File: config.mk
export PLATFORM = sky130hd
export DESIGN_NAME = fetch_pc_gen
export DESIGN_NICKNAME = d
export VERILOG_FILES = /design/src/rtl/fetch_pc_gen.sv
export SDC_FILE = /design/constraint.sdc
export NUM_CORES = 1
export LEC_CHECK = 0
export ABC_AREA = 1
export CORE_MARGIN = 5
export CORE_UTILIZATION = 51
export CTS_CLUSTER_DIAMETER = 120
export DETAILED_ROUTE_END_ITERATION = 6
export PLACE_DENSITY = 0.86
export SLEW_MARGIN = 0
export SYNTH_ARGS = -nofsm -noshare
export SYNTH_HDL_FRONTEND = slang
export SYNTH_SLANG_ARGS = --single-unit
File: constraint.sdc
create_clock -name clk -period 4.3 [get_ports clk]
set_input_delay 0.86 -clock clk [delete_from_list [all_inputs] [get_ports clk]]
set_output_delay 0.86 -clock clk [all_outputs]
set_load 0.01 [all_outputs]
File: src/rtl/fetch_pc_gen.sv
// Fetch PC generator: sequential/redirect next-PC selection, stall hold,
// and fetch_pc/inst_sel/kill outputs aligned to one-cycle memory latency.
module fetch_pc_gen #(
  parameter logic [31:0] RESET_PC    = 32'h4000_0000,
  parameter logic [3:0]  BIOS_REGION = 4'h4
) (
  input  logic        clk,
  input  logic        rst,
  input  logic        stall,
  input  logic        redirect,
  input  logic [31:0] redirect_target,
  output logic [31:0] pc,
  output logic [31:0] fetch_pc,
  output logic        inst_sel,
  output logic        is_j_or_b,
  output logic        fetch_valid,
  output logic        misaligned
);

  typedef enum logic [1:0] {
    BOOT = 2'd0,
    RUN  = 2'd1,
    KILL = 2'd2
  } state_t;

  state_t      state_q;
  state_t      state_d;
  logic        hold;
  logic [31:0] pc_d;
  logic        kill_d;
  logic        valid_d;
  logic        mis_d;

  // A redirect overrides a stall; only a plain stall freezes fetch.
  assign hold = stall && !redirect;

  always_ff @(posedge clk) begin
    if (rst) begin
      state_q <= BOOT;
    end else if (!hold) begin
      state_q <= state_d;
    end
  end

  always_comb begin
    state_d = state_q;
    unique case (state_q)
      BOOT:    state_d = redirect ? KILL : RUN;
      RUN:     state_d = redirect ? KILL : RUN;
      KILL:    state_d = redirect ? KILL : RUN;
      default: state_d = BOOT;
    endcase
  end

  always_comb begin
    kill_d  = (state_d != RUN);
    valid_d = (state_d == RUN);
    mis_d   = redirect && (redirect_target[1:0] != 2'b00);
    pc_d    = pc + 32'd4;
    if (redirect) begin
      pc_d = {redirect_target[31:2], 2'b00};
    end
  end

  always_ff @(posedge clk) begin
    if (rst) begin
      pc          <= RESET_PC;
      fetch_pc    <= RESET_PC;
      inst_sel    <= (RESET_PC[31:28] == BIOS_REGION);
      is_j_or_b   <= 1'b1;
      fetch_valid <= 1'b0;
      misaligned  <= 1'b0;
    end else if (hold) begin
      misaligned  <= 1'b0;
    end else begin
      pc          <= pc_d;
      fetch_pc    <= pc;
      inst_sel    <= (pc[31:28] == BIOS_REGION);
      is_j_or_b   <= kill_d;
      fetch_valid <= valid_d;
      misaligned  <= mis_d;
    end
  end

endmodule

==> tab_implementation.tex <==
\begin{tabular}{lr}
\hline
Metric & Value \\
\hline
\multicolumn{2}{l}{\textbf{Placement}} \\
\quad Placer congestion estimate & approximately 0.9 \\
\quad Number of input and output port buffers inserted & 99 \\
\quad Number of cells in the design after placement & between 600 and 700 \\
\quad Dpl hpwl & around 7.7 mm \\
\quad Placed cell areas & about 4400 um2 \\
\quad Pre-CTS setup slack & between 1 and 1.5 ns \\
\multicolumn{2}{l}{\textbf{Die}} \\
\quad DIE AREA & between 8000 and 9000 um2 \\
\quad Std cell rows & 29 \\
\quad Starting density of the core & between 50\% and 60\% \\
\quad Placeable core area & 6390 um2 \\
\quad Horizontal extent of the die & 91.1 um \\
\quad I/O pin total & roughly 100 \\
\quad Die Y-Extent & between 90 and 100 um \\
\multicolumn{2}{l}{\textbf{Min path}} \\
\quad Tightest Hold Check Type & reg2reg \\
\multicolumn{2}{l}{\textbf{Clock tree}} \\
\quad Number of gates given a new drive strength after cts & 0 \\
\quad Number of clock sinks & 65 \\
\quad Clock Tree Buf Depth & 2 \\
\quad Total clock buffers created by CTS & 9 \\
\quad Number of buffers inserted to repair setup after CTS & 0 \\
\quad Root Driver & clkbuf\_8 \\
\quad Clock transition at the registers of the reported paths & $\sim$0.080 ns \\
\quad Later-pin clock latency in the skew report & 0.34 ns \\
\quad CTS H-tree depth & 3 \\
\quad Hold\_buf cts & 0 \\
\quad CTS tree & done \\
\multicolumn{2}{l}{\textbf{GRT}} \\
\quad Global route total overflow & 0 \\
\quad Number of global-route vias before repair & approximately 3500 \\
\quad Initial antenna violation count & 0 \\
\quad First-pass GRT wire length & between 15 and 20 mm \\
\quad Global-route total usage across every layer & between 20\% and 30\% \\
\quad Largest net degree at the start of global routing & between 40 and 50 \\
\multicolumn{2}{l}{\textbf{Power}} \\
\quad Part of the power in registers & a little under half \\
\quad Total net switching power & between 0.4 and 0.5 mW \\
\quad Cell-internal power & 1.10 mW \\
\quad Net switching fraction of the power & about 29\% \\
\quad Worst vdd rail ir drop & between 0.0002 and 0.00025 V \\
\quad Combinational share of power & between 10\% and 20\% \\
\quad Pwr per Cell Area & roughly 340 nW/um2 \\
\quad Post-route total power & around 1.5 mW \\
\quad Total leakage power & 1.87 nW \\
\quad Clk network pwr share & approximately a third \\
\multicolumn{2}{l}{\textbf{Yosys}} \\
\quad Post-synthesis instance area & 3360 um2 \\
\quad Post-synth EDFFs & 0 \\
\quad Sequential-to-total area share from yosys stat & 38.8\% \\
\quad Unique cell type count in the Yosys netlist & 35 \\
\quad Share of synthesized flip-flops with an asynchronous set or reset & 0\% \\
\quad Cells after synthesis & around 480 \\
\quad YS warnings & 0 \\
\quad Avg Inst Size Synth & roughly 7 um2 \\
\quad Flip-flop and latch count after synthesis & 65 \\
\quad Leading register cell type out of synthesis & dfxtp\_1 \\
\multicolumn{2}{l}{\textbf{Detailed routing}} \\
\quad Total DRC errors in the routed layout & 5 \\
\quad Number of nets with antenna violations after detailed routing & 0 \\
\quad Final routed wire length divided by cell count & $\sim$16 um \\
\quad First-pass iteration count of the detailed router & 7 \\
\quad Total wire length & $\sim$10 mm \\
\quad Iter 0 DRT Violations & 217 \\
\quad Total via count in the routed design & 3597 \\
\quad Routed vias/inst & $\sim$5.5 \\
\multicolumn{2}{l}{\textbf{Final layout}} \\
\quad Final cell area excluding filler cells & roughly 4600 um2 \\
\quad Area growth from synthesis to layout & 36.3\% \\
\quad Finished Layout Cells & 650 \\
\quad Fraction of layout instances using a drive strength above 1 & between 10\% and 20\% \\
\quad Number of nets at the end of the flow & $\sim$610 \\
\quad Final Core Density & just over 70\% \\
\quad Diodes inserted & 0 \\
\multicolumn{2}{l}{\textbf{Worst setup path}} \\
\quad Worst setup path category & in2reg \\
\quad Type of element launching the critical path & input port \\
\quad CP max-delay cell & inv\_1 \\
\quad Largest fanout of any net on the critical path & 34 \\
\quad Worst path max stage delay & between 0.8 and 0.9 ns \\
\quad Critical path capture point type & register \\
\quad Critical path, cell by cell & clkdlybuf4s50\_1 -> inv\_1 -> o21ai\_0 -> a21oi\_1 -> nand2\_1 \\
\quad Arrival @ worst endpoint & approximately 2.9 ns \\
\quad Critical path required time & about 4.5 ns \\
\multicolumn{2}{l}{\textbf{STA}} \\
\quad RSZ-0062 raised after global routing & false \\
\quad Final critical-path share of the clock period & between 60\% and 70\% \\
\quad Total negative setup slack & 0 ns \\
\quad Final setup violation count & 0 \\
\quad Pins over their slew limit & 0 \\
\quad Worst clock skew & about 0.0098 ns \\
\quad Achievable frequency & 376 MHz \\
\quad Hold slack final & 0.463 ns \\
\quad Actual slew at the worst max-slew pin & 1.11 ns \\
\quad Final worst-path setup slack & 1.64 ns \\
\quad Final count of hold timing violations & 0 \\
\quad Max-slew headroom & around 26\% \\
\quad Min Tclk post-route & 2.66 ns \\
\multicolumn{2}{l}{\textbf{Status}} \\
\quad Failing checks & design-rule violations \\
\quad Result of the run & finished, violations left \\
\multicolumn{2}{l}{\textbf{Flow run}} \\
\quad Number of max-capacitance violations reported & 0 \\
\hline
\end{tabular}
[flip-flops by register name, summed over array words and instances, names as in the netlist]
signal and flops:
fetch_pc 30, pc 30, state_q 2, inst_sel 1, is_j_or_b 1, misaligned 1
[Yosys cell counts (2+ instances only)]
cell type / number / area share, %
a211oi_1: 2 / 0.45
a21oi_1: 39 / 5.8
a31oi_1: 3 / 0.56
buf_2: 10 / 1.5
buf_4: 4 / 0.89
clkbuf_1: 10 / 1.1
dfxtp_1: 65 / 39
inv_1: 48 / 5.4
inv_2: 7 / 0.78
nand2_1: 74 / 8.3
nand2_2: 5 / 0.93
nand2_4: 3 / 1.0
nand3_1: 26 / 3.9
nand4_1: 6 / 1.1
nor2_1: 60 / 6.7
nor2_2: 6 / 1.1
nor2_4: 8 / 2.7
nor3_1: 8 / 1.2
nor3_2: 2 / 0.60
o211ai_1: 2 / 0.45
o21ai_0: 56 / 8.3
o221a_2: 3 / 1.0
o221ai_1: 9 / 2.3
xnor2_1: 4 / 1.0
xor2_1: 5 / 1.3
[critical path, delay by kind of cell]
| kind | cells | cell delay [ns] |
|---|---|---|
| compound gates | 2 | 0.50 |
| simple gates | 1 | 0.06 |
| buf+inv | 2 | 1.47 |
[metal layers]
layer	routed length [um]	track usage (%)
met5	0	0
met4	265	10.5
met3	721	5.79
met2	5040	42.0
met1	4450	31.0
[worst paths after layout]
path	to	startpoint	cells after the start	slack, ns
worst max-delay path	is_j_or_b$_SDFFE_PP1N_	redirect	5	1.64
worst min register to register	is_j_or_b$_SDFFE_PP1N_	is_j_or_b$_SDFFE_PP1N_	2	0.46
worst min-delay path	is_j_or_b$_SDFFE_PP1N_	is_j_or_b$_SDFFE_PP1N_	2	0.46
worst max register to register	pc[30]$_SDFFE_PP1N_	pc[20]$_SDFFE_PP0N_	9	2.51
[cell usage in the layout (no fill, tap or decap), drive strengths merged]
cell / instances
and2: 1
a31oi: 3
dfxtp: 65
ha: 1
bufinv: 1
nand2: 82
o211ai: 2
o221ai: 9
clkbuf: 11
clkdlybuf4s50: 99
xnor2: 4
clkinv: 5
xor2: 5
or2: 1
nor3b: 1
inv: 54
buf: 5
conb: 4
nor3: 10
a211o: 1
a21oi: 39
nand4: 6
o21ai: 56
nor2: 75
o2111ai: 1
a211oi: 2
o221a: 3
nand3: 27
[power by group through the flow]
stage	Combinational (mW)	Clock, mW	Sequential, mW
6_report	0.293	0.543	0.700
2_1_floorplan	0.121	0	0.723
5_1_grt	0.321	0.577	0.707
3_3_place_gp	0.286	0	0.711
3_5_place_dp	0.293	0	0.712
4_1_cts	0.295	0.548	0.699
[layout make-up]
type / instances / area [um2]
clock buffer: 11 / 151
clock inverter: 5 / 53.8
fill: 549 / 1810
inverter: 55 / 206
multi-input combinational: 333 / 1740
sequential: 65 / 1300
tap: 77 / 96.3
timing repair buffer: 104 / 1030
[logic make-up after synthesis]
logic type	count (synthesis)	synth area share, %
buffers and inverters	80	9.77
and+or+nand+nor	203	29.1
other	1	0.112
DFF	65	38.8
adders and majority gates	1	0.373
xor gates and xnor gates	9	2.35
AOI/OAI and AO/OA	116	19.5
No activity file was read; power rests on OpenSTA's default activity.
==> RTL edit, RTL diff (same flow settings) <==
Make the reset (`rst`) asynchronous in 2 clocked blocks.
--- a/src/rtl/fetch_pc_gen.sv
+++ b/src/rtl/fetch_pc_gen.sv
@@ -34,7 +34,7 @@
   // A redirect overrides a stall; only a plain stall freezes fetch.
   assign hold = stall && !redirect;
 
-  always_ff @(posedge clk) begin
+  always_ff @(posedge clk or posedge rst) begin
     if (rst) begin
       state_q <= BOOT;
     end else if (!hold) begin
@@ -62,7 +62,7 @@
     end
   end
 
-  always_ff @(posedge clk) begin
+  always_ff @(posedge clk or posedge rst) begin
     if (rst) begin
       pc          <= RESET_PC;
       fetch_pc    <= RESET_PC;
Check against the original RTL: differs if rst is asserted again (counterexample within 4 cycles, from zero or initial values and one cycle with rst high); with rst held inactive, the same outputs for 10 cycles.
==> RTL edit against the original RTL <==
Design area is 2.1% higher; clock power fell by 6.1%; routed wire length fell by 6.7%; sequential cell count unchanged; area after synthesis rose by 2.9%; total power up 8.5%; worst setup slack improved by 0.035 ns; via count shrank 4.9%; global-route usage shrank 1.4 points; critical endpoint is now pc[22]$_DFFE_PP0N_; highest routed layer unchanged.
==> RTL edit: results (changes against the original RTL) <==
{| class="wikitable"
! Metric !! Value
|-
| Run status || complete, no violations
|-
| Critical R2R Capture || pc[18]$_DFFE_PP0N_
|-
| Worst setup SP type || primary input
|-
| Reg2reg start || pc[2]$_DFFE_PP0N_
|-
| Setup slack after placement || 1.36 ns (+0.0653 ns)
|-
| Largest fanout of any net on the critical path || 45 (+32%)
|-
| Final Hold Slack || 0.465 ns (+0.00190 ns)
|-
| Number of nets with antenna violations after routing || 0 (unchanged)
|-
| Worst hold path endpoint || fetch_pc[30]$_DFFE_PP1N_
|-
| Iteration count of the initial detailed-routing pass || 5 (-2)
|-
| Logic depth of the worst register-to-register path || 8 (-1)
|-
| Commonest cells post-synth || 174 x sky130_fd_sc_hd__nand2_1, 61 x sky130_fd_sc_hd__dfrtp_1, 42 x sky130_fd_sc_hd__nand3_1
|-
| Count of placed standard cells in the final layout, fillers left out || 642 (-1.2%)
|-
| Crit path max-delay cell type || sky130_fd_sc_hd__clkdlybuf4s50_1
|-
| Critical Path Source || stall
|-
| Top cells by area, synth || sky130_fd_sc_hd__dfrtp_1 44%, sky130_fd_sc_hd__nand2_1 19%, sky130_fd_sc_hd__nand3_1 6.1%
|-
| Number of levels the H-tree was split into || 3 (unchanged)
|-
| Fraction of registers with async set/reset || 100% (+100 points)
|-
| Routability-driven placement congestion ratio || 0.939 (+5.3%)
|-
| Maximum number of pins on one net before global-route repair || 46 (+12%)
|-
| Hold path startpoint || fetch_pc[30]$_DFFE_PP1N_
|-
| Cell count after placement || 627 (-1.1%)
|-
| Number of gates resized after cts || 0 (unchanged)
|-
| Placed Area || 4490 µm² (+2.6%)
|-
| Worst R2R Setup Slack || 2.58 ns (+0.07 ns)
|-
| Final layout net count || 595 (-1.7%)
|-
| Termination of the worst setup path || pc[22]$_DFFE_PP0N_
|-
| Sequential element share of the synthesized area || 47.2% (+8.5 points)
|-
| Syn Inst Count || 460 (-3.2%)
|-
| Maximum clock skew at final layout || 0.0119 ns (+0.00207 ns)
|-
| Static power due to leakage || 2.09 nW (+12%)
|-
| DRC marker count from the first detailed-route iteration || 249 (+15%)
|-
| Ys flop type || sky130_fd_sc_hd__dfrtp_1
|-
| Total length of routed wires || 9770 µm (-6.7%)
|-
| All-Layer GR Usage || 23.7% (-1.4 points)
|-
| Initial antenna violation count || 0 (unchanged)
|-
| Share of the clock period used by the worst path || 61.0% (-0.82 points)
|-
| Worst slew margin || 38.7% (+13 points)
|-
| Delay of the slowest cell on the worst path || 0.60 ns (-0.29 ns)
|-
| First-pass GRT wire length || 16,000 µm (-7.2%)
|-
| Share of final-layout standard cells stronger than drive strength 1 || 7.83% (-2.5 points)
|-
| Cells on Worst Hold Path || 2 (unchanged)
|-
| Number of vias per cell after detailed routing || 5.33 (-3.7%)
|-
| Number of library cell types mapped by synthesis || 28 (-20%)
|-
| Number of global-route vias before repair || 3,321 (-5.7%)
|-
| Peak VDD IR || 0.215 mV (-11%)
|-
| Clock slew at reported path FFs || 0.07 ns
|-
| Sum of net half-perimeters after detailed placement || 7100 µm (-7.5%)
|-
| # port buffers || 99 (unchanged)
|}
==> RTL edit: cell type report <==
type,count,area (µm²)
Timing Repair Buffer,103,1020
Fill cell,546,2010
Tap cell,80,100
Clock inverter,4,45.0
Inverter,42,158
Sequential cell,65,1630
Clock buffer,11,141
Multi-Input combinational cell,337,1580
==> RTL edit: metal layers <==
| layer | wire, µm | global-route usage, % |
|---|---|---|
| met5 | 0 | 0 |
| met3 | 626 | 4.39 |
| met1 | 4050 | 30.6 |
| met2 | 4740 | 38.0 |
| met4 | 346 | 12.3 |
==> RTL edit: logic make-up (layout without fill, tap and decap cells) <==
kind of cell	Yosys count	in the layout	synth area share [%]
xor gates and xnor gates	7	7	1.77
adders and majority gates	1	1	0.362
and+or+nand+nor	270	270	33.7
DFF	65	65	47.2
other	1	4	0.109
AOI/OAI and AO/OA	55	55	9.34
buffers and inverters	61	160	7.50
==> RTL edit: where the power goes <==
group	internal, mW	total [mW]	switching, mW
clock network	0.278	0.510	0.232
logic	0.203	0.394	0.191
registers	0.685	0.763	0.0782
